$ cat src/rtl/sap_bus_pkg.sv
// Shared constants for the SAP-U bus: default widths, source slot indices
// and the arbitration-mode encoding used by the bus arbiter.
package sap_bus_pkg;

  localparam int SAP_BUS_WIDTH   = 8;
  localparam int SAP_BUS_SOURCES = 4;

  // Source slots of the legacy four-way bus, in default priority order.
  localparam int SRC_REG_A = 0;
  localparam int SRC_REG_B = 1;
  localparam int SRC_RAM   = 2;
  localparam int SRC_ALU   = 3;

  typedef enum logic {
    ARB_FIXED = 1'b0,
    ARB_RR    = 1'b1
  } arb_mode_e;

endpackage

$ cat src/rtl/bus_arbiter_if.sv
// Bus-side signal bundle of the arbiter: source requests/data in, registered
// bus, grant and contention debug state out.
interface bus_arbiter_if
  import sap_bus_pkg::*;
#(
  parameter int N     = SAP_BUS_SOURCES,
  parameter int WIDTH = SAP_BUS_WIDTH,
  parameter int CNT_W = 8
);

  localparam int IDX_W = $clog2(N);

  logic [N*WIDTH-1:0] src_data;
  logic [N-1:0]       src_enable_n;
  logic               mode_rr;
  logic               clear_contention;

  logic [WIDTH-1:0]   bus_out;
  logic               bus_valid;
  logic [N-1:0]       grant;
  logic [IDX_W-1:0]   grant_idx;
  logic               contention;
  logic [CNT_W-1:0]   contention_count;

  // The sources and the control unit drive requests and observe the bus.
  modport master (
    output src_data, src_enable_n, mode_rr, clear_contention,
    input  bus_out, bus_valid, grant, grant_idx, contention, contention_count
  );

  modport slave (
    input  src_data, src_enable_n, mode_rr, clear_contention,
    output bus_out, bus_valid, grant, grant_idx, contention, contention_count
  );

endinterface

$ cat src/rtl/bus_arbiter_rr_picker.sv
// Combinational rotating find-first-set: the first asserted request at or
// after 'start' (wrapping modulo N) wins; start=0 gives plain lowest-index priority.
module rr_picker #(
  parameter  int N     = 4,
  localparam int IDX_W = $clog2(N)
) (
  input  logic [N-1:0]     req,
  input  logic [IDX_W-1:0] start,
  output logic [N-1:0]     onehot,
  output logic [IDX_W-1:0] idx,
  output logic             any
);

  logic [2*N-1:0]   doubled;
  logic [N-1:0]     rotated;
  logic [IDX_W-1:0] rot_idx;
  logic [IDX_W:0]   sum;

  // Rotating right by 'start' puts the search origin at bit 0.
  assign doubled = {req, req};
  assign rotated = doubled[start +: N];
  assign any     = |req;

  always_comb begin
    // NOTE: assign every always_comb output a default before any branch,
    // otherwise paths that skip the assignment infer a latch.
    rot_idx = '0;
    for (int i = N - 1; i >= 0; i--) begin
      if (rotated[i]) rot_idx = IDX_W'(i);
    end
  end

  // Rotate back: add the origin and wrap modulo N (N need not be a power of 2).
  assign sum = {1'b0, rot_idx} + {1'b0, start};

  always_comb begin
    idx = sum[IDX_W-1:0];
    if (sum >= (IDX_W + 1)'(N)) idx = IDX_W'(sum - (IDX_W + 1)'(N));
  end

  assign onehot = any ? (N'(1) << idx) : '0;

endmodule

$ cat src/rtl/bus_arbiter.sv
// Registered N-source bus arbiter with fixed-priority or parking round-robin
// selection, idle hold of the last bus value and sticky contention counting.
module bus_arbiter
  import sap_bus_pkg::*;
#(
  parameter int N     = SAP_BUS_SOURCES,
  parameter int WIDTH = SAP_BUS_WIDTH,
  parameter int CNT_W = 8
) (
  input logic          clk,
  input logic          reset,
  bus_arbiter_if.slave bus
);

  localparam int               IDX_W    = $clog2(N);
  localparam logic [IDX_W-1:0] LAST_IDX = IDX_W'(N - 1);
  localparam logic [CNT_W-1:0] CNT_MAX  = '1;

  logic [N-1:0]     req;
  logic [WIDTH-1:0] src_words [N];
  arb_mode_e        mode;

  logic [IDX_W-1:0] start_ptr;
  logic [N-1:0]     pick_onehot;
  logic [IDX_W-1:0] pick_idx;
  logic             pick_any;
  logic             parked;
  logic             multi_req;

  logic [WIDTH-1:0] bus_q,    bus_d;
  logic             valid_q,  valid_d;
  logic [N-1:0]     grant_q,  grant_d;
  logic [IDX_W-1:0] idx_q,    idx_d;
  logic [IDX_W-1:0] rr_ptr_q, rr_ptr_d;
  logic             cont_q,   cont_d;
  logic [CNT_W-1:0] cnt_q,    cnt_d;

  assign req  = ~bus.src_enable_n;
  assign mode = arb_mode_e'(bus.mode_rr);

  for (genvar i = 0; i < N; i++) begin : g_unpack
    assign src_words[i] = bus.src_data[i*WIDTH +: WIDTH];
  end

  // Fixed priority reuses the rotating picker with the origin pinned at 0,
  // leaving the round-robin pointer untouched.
  assign start_ptr = (mode == ARB_RR) ? rr_ptr_q : '0;

  rr_picker #(.N(N)) u_picker (
    .req    (req),
    .start  (start_ptr),
    .onehot (pick_onehot),
    .idx    (pick_idx),
    .any    (pick_any)
  );

  // The current owner keeps the bus in round-robin mode while it still asks.
  assign parked = (mode == ARB_RR) && valid_q && req[idx_q];

  // Two or more set bits: clearing the lowest one leaves something behind.
  assign multi_req = |(req & (req - N'(1)));

  always_comb begin
    bus_d    = bus_q;
    valid_d  = 1'b0;
    grant_d  = '0;
    idx_d    = idx_q;
    rr_ptr_d = rr_ptr_q;
    if (parked) begin
      valid_d = 1'b1;
      grant_d = grant_q;
      bus_d   = src_words[idx_q];
    end else if (pick_any) begin
      valid_d = 1'b1;
      grant_d = pick_onehot;
      idx_d   = pick_idx;
      bus_d   = src_words[pick_idx];
      if (mode == ARB_RR) rr_ptr_d = (pick_idx == LAST_IDX) ? '0 : pick_idx + IDX_W'(1);
    end
  end

  // A clear in a contention cycle restarts the count at this cycle's event.
  always_comb begin
    cont_d = cont_q;
    cnt_d  = cnt_q;
    if (bus.clear_contention) begin
      cont_d = multi_req;
      cnt_d  = multi_req ? CNT_W'(1) : '0;
    end else if (multi_req) begin
      cont_d = 1'b1;
      if (cnt_q != CNT_MAX) cnt_d = cnt_q + CNT_W'(1);
    end
  end

  // NOTE: sequential state uses non-blocking assignments so every register
  // samples the pre-edge values regardless of statement order.
  always_ff @(posedge clk or posedge reset) begin
    if (reset) begin
      bus_q    <= '0;
      valid_q  <= 1'b0;
      grant_q  <= '0;
      idx_q    <= '0;
      rr_ptr_q <= '0;
      cont_q   <= 1'b0;
      cnt_q    <= '0;
    end else begin
      bus_q    <= bus_d;
      valid_q  <= valid_d;
      grant_q  <= grant_d;
      idx_q    <= idx_d;
      rr_ptr_q <= rr_ptr_d;
      cont_q   <= cont_d;
      cnt_q    <= cnt_d;
    end
  end

  assign bus.bus_out          = bus_q;
  assign bus.bus_valid        = valid_q;
  assign bus.grant            = grant_q;
  assign bus.grant_idx        = idx_q;
  assign bus.contention       = cont_q;
  assign bus.contention_count = cnt_q;

endmodule
$ cat src/flat_wrapper.sv
// flat-port wrapper written by rule: the top's interface ports become plain ports
module bus_arbiter_flat import sap_bus_pkg::*;
#(
  parameter int N     = SAP_BUS_SOURCES,
  parameter int WIDTH = SAP_BUS_WIDTH,
  parameter int CNT_W = 8
)
  (clk, reset, bus_src_data, bus_src_enable_n, bus_mode_rr, bus_clear_contention, bus_bus_out, bus_bus_valid, bus_grant, bus_grant_idx, bus_contention, bus_contention_count);
  bus_arbiter_if #(.N(N), .WIDTH(WIDTH), .CNT_W(CNT_W)) bus_i ();
  input logic clk;
  input logic reset;
  input wire logic [$bits(bus_i.src_data)-1:0] bus_src_data;
  input wire logic [$bits(bus_i.src_enable_n)-1:0] bus_src_enable_n;
  input wire logic [$bits(bus_i.mode_rr)-1:0] bus_mode_rr;
  input wire logic [$bits(bus_i.clear_contention)-1:0] bus_clear_contention;
  output wire logic [$bits(bus_i.bus_out)-1:0] bus_bus_out;
  output wire logic [$bits(bus_i.bus_valid)-1:0] bus_bus_valid;
  output wire logic [$bits(bus_i.grant)-1:0] bus_grant;
  output wire logic [$bits(bus_i.grant_idx)-1:0] bus_grant_idx;
  output wire logic [$bits(bus_i.contention)-1:0] bus_contention;
  output wire logic [$bits(bus_i.contention_count)-1:0] bus_contention_count;
  assign bus_i.src_data = bus_src_data;
  assign bus_i.src_enable_n = bus_src_enable_n;
  assign bus_i.mode_rr = bus_mode_rr;
  assign bus_i.clear_contention = bus_clear_contention;
  assign bus_bus_out = bus_i.bus_out;
  assign bus_bus_valid = bus_i.bus_valid;
  assign bus_grant = bus_i.grant;
  assign bus_grant_idx = bus_i.grant_idx;
  assign bus_contention = bus_i.contention;
  assign bus_contention_count = bus_i.contention_count;
  bus_arbiter #(.N(N), .WIDTH(WIDTH), .CNT_W(CNT_W)) u_core (.clk(clk), .reset(reset), .bus(bus_i));
endmodule
$ cat config.mk
export PLATFORM = sky130hd
export DESIGN_NAME = bus_arbiter_flat
export DESIGN_NICKNAME = d
export VERILOG_FILES = /design/src/rtl/sap_bus_pkg.sv /design/src/rtl/bus_arbiter_if.sv /design/src/rtl/bus_arbiter_rr_picker.sv /design/src/rtl/bus_arbiter.sv /design/src/flat_wrapper.sv
export SDC_FILE = /design/constraint.sdc
export NUM_CORES = 1
export LEC_CHECK = 0
export ABC_AREA = 1
export CORE_ASPECT_RATIO = 0.5
export CORE_MARGIN = 2
export CORE_UTILIZATION = 35
export DETAILED_ROUTE_END_ITERATION = 16
export GPL_ROUTABILITY_DRIVEN = 0
export HOLD_SLACK_MARGIN = 0.1
export SYNTH_ARGS = -nofsm -noshare
export SYNTH_HDL_FRONTEND = slang
export SYNTH_SLANG_ARGS = --single-unit
export TNS_END_PERCENT = 50
$ cat constraint.sdc
create_clock -name clk -period 7.25 [get_ports clk]
set_clock_uncertainty 0.05 [all_clocks]
set_input_delay 1.0875 -clock clk [delete_from_list [all_inputs] [get_ports clk]]
set_output_delay 1.0875 -clock clk [all_outputs]
set_load 0.05 [all_outputs]
== After elaboration in Yosys (flattened, before gate mapping) ==
Cells that the tools add are included.
Widths: inputs -> output; s select.

* Add/sub/neg operators: 5
* $mul: 0
* Div/mod/pow operators: 0
* Order comparisons: 4
* Equal/unequal tests: 2
* Shifts and indexed selects: 2
* Muxes and demuxes: 26
* Bitwise operators: 5
* Reduce and logical (&&, ||, !) cells: 10

{| class="wikitable"
|+ Operators with widths
! operator !! number
|-
| $mux 8 || 9
|-
| $bmux 8 s2 || 2
|-
| $mux 2 || 7
|-
| $ge 3x3->1 const B || 3
|-
| $add 8x1->8 const B || 1
|-
| $ne 8x8->1 const B || 1
|-
| $reduce_or 4->1 || 2
|-
| $shiftx 8x3->4 || 1
|-
| $mux 1 || 6
|-
| $not 2->3 || 2
|-
| $reduce_bool 2->1 || 3
|-
| $and 4x4->4 || 1
|-
| $mux 4 || 1
|-
| $not 4->4 || 1
|-
| $reduce_and 2->1 || 2
|-
| $shl 1x2->4 const A || 1
|-
| $sub 4x1->4 const B || 1
|-
| $add 2x2->3 || 1
|-
| $lt 2x3->1 const B || 1
|-
| $reduce_and 3->1 || 1
|-
| $add 2x1->2 const B || 1
|-
| $bmux 1 s2 || 1
|-
| $eq 2x2->1 const B || 1
|-
| $logic_and 1x1->1 || 2
|-
| 2 further kinds || 2
|}

* Bits in registers: 26
* Latch bits: 0
* Bits in writable memories: 0
* Bits in read-only memories: 0
* Input bits: 40
* Output and inout port bits: 24
* Word-level logic and storage cells: 61
* Memories kept: 0

== Depth between registers and ports, before layout ==
* Word-level depth: 15
* Gate-level depth with buffers: 17

== By module ==
From an unflattened synthesis, not the netlist that was laid out.

* Cell total of the unflattened synthesis: 360
* Area, all modules: 2179.6 um^2

{| class="wikitable"
|+ By module, submodules not included
! module !! instances !! cells an instance !! area each (um^2) !! seq. area each (um^2)
|-
| bus_arbiter || 1 || 316 || 1958.1 || 650.6
|-
| rr_picker || 1 || 44 || 221.5 || 0.0
|}

== Least setup slack after synthesis ==
No wires, ideal clock.

* Kind: input port to flip-flop
* From: input port bus_mode_rr
* To: register u_core.bus_q[0] (netlist: u_core.bus.bus_out[0])
* Arrival: 2973 ps
* Required time: 7080 ps
* Setup slack: 4107 ps
* Stages on the path: 14
* Path through: buf_6 -> nand2_2 -> nand2_1 -> nand3_1 -> nand2_1 -> a31oi_1 -> nor2_1 -> ha_1 -> buf_2 -> buf_1 -> mux2i_1 -> nand2_2 -> nand3_2 -> nand2_1

* Cells in the longest elaborated chain, start to end: 15
* Elaborated cells between the ends (all ways): 19

{| class="wikitable"
|+ RTL lines
! element !! RTL line !! text
|-
| start, declared || flat_wrapper.sv:14 || <nowiki>input wire logic [$bits(bus_i.mode_rr)-1:0] bus_mode_rr;</nowiki>
|-
| $mux 2 * || bus_arbiter.sv:47 || <nowiki>assign start_ptr = (mode == ARB_RR) ? rr_ptr_q : '0;</nowiki>
|-
| $shiftx 8x3->4 || bus_arbiter_rr_picker.sv:21 || <nowiki>assign rotated = doubled[start +: N];</nowiki>
|-
| $mux 2 (4 in series) || bus_arbiter_rr_picker.sv:29 || <nowiki>if (rotated[i]) rot_idx = IDX_W'(i);</nowiki>
|-
| $add 2x2->3 * || bus_arbiter_rr_picker.sv:34 || <nowiki>assign sum = {1'b0, rot_idx} + {1'b0, start};</nowiki>
|-
| $ge 3x3->1 / $sub 2x1->2 (equally long branches) || bus_arbiter_rr_picker.sv:38 || <nowiki>if (sum >= (IDX_W + 1)'(N)) idx = IDX_W'(sum - (IDX_W + 1)'(N));</nowiki>
|-
| $mux 2 * || bus_arbiter_rr_picker.sv:38 ||
|-
| via u_core.pick_idx[0] || bus_arbiter.sv:25 || <nowiki>logic [IDX_W-1:0] pick_idx;</nowiki>
|-
| $not 2->3 (implied by the code) * || bus_arbiter.sv:77 || <nowiki>bus_d = src_words[pick_idx];</nowiki>
|-
| $bmux 8 s2 * || bus_arbiter.sv:77 ||
|-
| $mux 8 (implied by the code) * (2 in series) || bus_arbiter.sv:77 ||
|-
| $mux 8 * || bus_arbiter.sv:73 || <nowiki>end else if (pick_any) begin</nowiki>
|-
| $mux 8 * || bus_arbiter.sv:69 || <nowiki>if (parked) begin</nowiki>
|-
| end signal, assigned || bus_arbiter.sv:107 || <nowiki>bus_q <= bus_d;</nowiki>
|-
| end, declared || bus_arbiter.sv:30 || <nowiki>logic [WIDTH-1:0] bus_q, bus_d;</nowiki>
|}

Mark *: on every way through the listed nets, which the timed path passes. The rest lies on a longest branch. The select of a mux whose other input is x is not followed.
A chain may end at the register's enable or synchronous reset.

== Final worst setup path ==
* From: input port bus_mode_rr
* To: register u_core.bus_q[3] (netlist: u_core.bus.bus_out[3])

The elaborated chain is that of the path after synthesis.

==> metrics <==
Startpoint Class input port; post-synth net total between 300 and 400; Final Max Slew Viols 0; share of cells above drive strength 1 approximately 9%; DR vias between 2000 and 2500; DPL Wire Length 4.23 mm; initial core utilization roughly 37%; Synth Cell Area just over 2000 um2; number of cell rows 19; outcome finished, violations left; HP Class register to register; Core ar. roughly 5600 um2; vias in the first global route approximately 2100; commonest non-fill, non-tap cells in the layout clkdlybuf4s50_1 (63), nand2_1 (58), nor2_1 (42), nand3_1 (27); Total Routed Length between 5 and 6 mm; root buf cell clkbuf_16; # setup viols final 0; FF-to-FF End u_core.bus.bus_out[3]; Setup Buffers After CTS 0; pwr/cell area 398 nW/um2; worst hold path stage count 2; Lkg Pwr roughly 1.3 nW; post-cts resize count 0; Die Ht slightly below 60 um; post-synthesis sequential area ratio 31.3%; worst-margin pin slew 1050 ps; TritonCTS clock tree done; reg-to-reg startpoint u_core.rr_ptr_q[0]; io pins 64; r2r setup slk 4510 ps; Worst-path clk slew 70 ps; commonest non-fill, non-tap cell in the layout clkdlybuf4s50_1; cell count of the worst reg-to-reg path 11; number of synthesis warnings 0; unrepaired setup endpoints after global routing false; Post-Syn Area per Cell about 7.0 um2; dpl cells approximately 420; antenna fix cells 0; first-pass GRT wire length between 9 and 10 mm; Max Fclk 261 MHz; Synth Instances 299; 1st-pass router iterations 10; initial antenna violation count 0; GR Util All Layers roughly 18%; Crit. End Element register; IR drop worst, VDD ~0.2 mV; final hold viol count 0; violated checks design-rule violations; DIE WIDTH 113 um; Final TNS setup 0 ps; Layout Cells excl Fill approximately 430; DIE AREA between 6000 and 7000 um2; critical path peak fanout 28; Sinks on Clock Net 26; clk_lat worst skew 260 ps; hold path endpoint u_core.bus.bus_out[1]; Setup CP Type input port to register; Starting DRT DRC Count around 160; Via density roughly 5; Critical Path AT 3940 ps; cts bufs inserted 3; H-Tree Level Count 1; number of synthesized register bits 26; # hold bufs at CTS 0; max-cap violations 0; HP Start u_core.bus.bus_out[1]; period utilization between 50% and 60%; Slew HR 29.8%; total grt overflow 0; DRT antenna net count 0; largest net degree at the start of global routing 30; clock buffer depth 2; Crit path required time about 7400 ps; IO Port Bufs 63; post-route DRC violation count 3; post-layout minimum cycle time ~3800 ps; Syn-to-layout area delta 36.2%; Synth cell types 32; WL per Instance approximately 14 um; Nets a little under 400
worst max-delay path by stage:
stage / start / endpoint / slack (ps) / cells past startpoint
global route: bus_mode_rr / u_core.bus.bus_out[0] / 3110 / 14
floorplan: bus_mode_rr / u_core.bus.bus_out[0] / 4110 / 14
detailed placement: bus_mode_rr / u_core.bus.bus_out[3] / 3160 / 13
finish: bus_mode_rr / u_core.bus.bus_out[3] / 3420 / 13
global placement: bus_mode_rr / u_core.bus.bus_out[2] / 3260 / 14
CTS: bus_mode_rr / u_core.bus.bus_out[3] / 3430 / 13
power by group:
group / switching (mW) / internal (mW) / total [mW] / leakage [nW]
combinational: 0.455 / 0.251 / 0.707 / 0.953
sequential: 0.0632 / 0.193 / 0.256 / 0.324
clock: 0.0529 / 0.110 / 0.163 / 0.0511
total: 0.571 / 0.555 / 1.13 / 1.33
cell usage after synthesis (all sizes together):
| cell type | number | area share (%) |
|---|---|---|
| nand3 | 34 | 10 |
| buf | 8 | 3.0 |
| xor2 | 5 | 2.1 |
| inv | 30 | 5.4 |
| a31oi | 9 | 2.7 |
| o31ai | 3 | 1.1 |
| nor2 | 43 | 8.1 |
| dfrtp | 26 | 31 |
| nand2 | 73 | 17 |
| ha | 2 | 1.2 |
| nand3b | 1 | 0.36 |
| mux2i | 8 | 3.9 |
| o21ai | 24 | 5.8 |
| clkinv | 2 | 0.36 |
| o21a | 1 | 0.36 |
| or2 | 1 | 0.30 |
| nand4 | 2 | 0.60 |
| clkbuf | 3 | 0.54 |
| a21oi | 20 | 4.8 |
| o22ai | 4 | 1.2 |
area by class of cell:
type,count,area (um2)
Inverter,32,120
Clock inverter,1,30.0
Clock buffer,3,75.1
Multi-Input combinational cell,230,1230
Fill cell,537,2780
Timing Repair Buffer,63,631
Sequential cell,26,651
Tap cell,73,91.3
stage by stage:
step	cell area (um2)	util [%]	power [mW]	hold WS, ps	setup WS (ps)
CTS	2830	50.5	1.13	464	3430
global route	2830	50.5	1.22	500	3110
finish	2830	50.5	1.13	467	3420
floorplan	2080	-	0.793	472	4110
global placement	2730	48.6	0.955	425	3260
detailed placement	2730	48.6	0.966	442	3160
sequential cells by signal (all words and copies together), names as in the netlist:
name,count
u_core.bus.grant,4
u_core.bus.bus_valid,1
u_core.bus.grant_idx,2
u_core.rr_ptr_q,2
u_core.bus.contention_count,8
u_core.bus.contention,1
u_core.bus.bus_out,8
logic make-up after synthesis:
logic type	after synthesis	share of synthesized area, %
fa+ha+maj	2	1.20
buf+inv	43	9.33
flops	26	31.3
simple gates	154	36.2
xor+xnor	5	2.11
compound gates	61	16.0
mux	8	3.85
critical path, cell delays in order:
cell	delay, ps
clkdlybuf4s50_1	700
nand2_2	160
nand2_1	110
nand2_1	50
nand2_1	70
nand2_2	70
a31oi_1	130
nor2_1	60
ha_1	980
mux2i_1	330
nand2_2	80
nand3_2	60
nand2_1	50
layer usage:
metal,global-route usage (%),share of wire [%]
met1,24.2,48
met2,31.6,46
met3,2.78,4.9
met4,5.92,0.94
met5,0,0
Power figures use the tool's default switching activity.
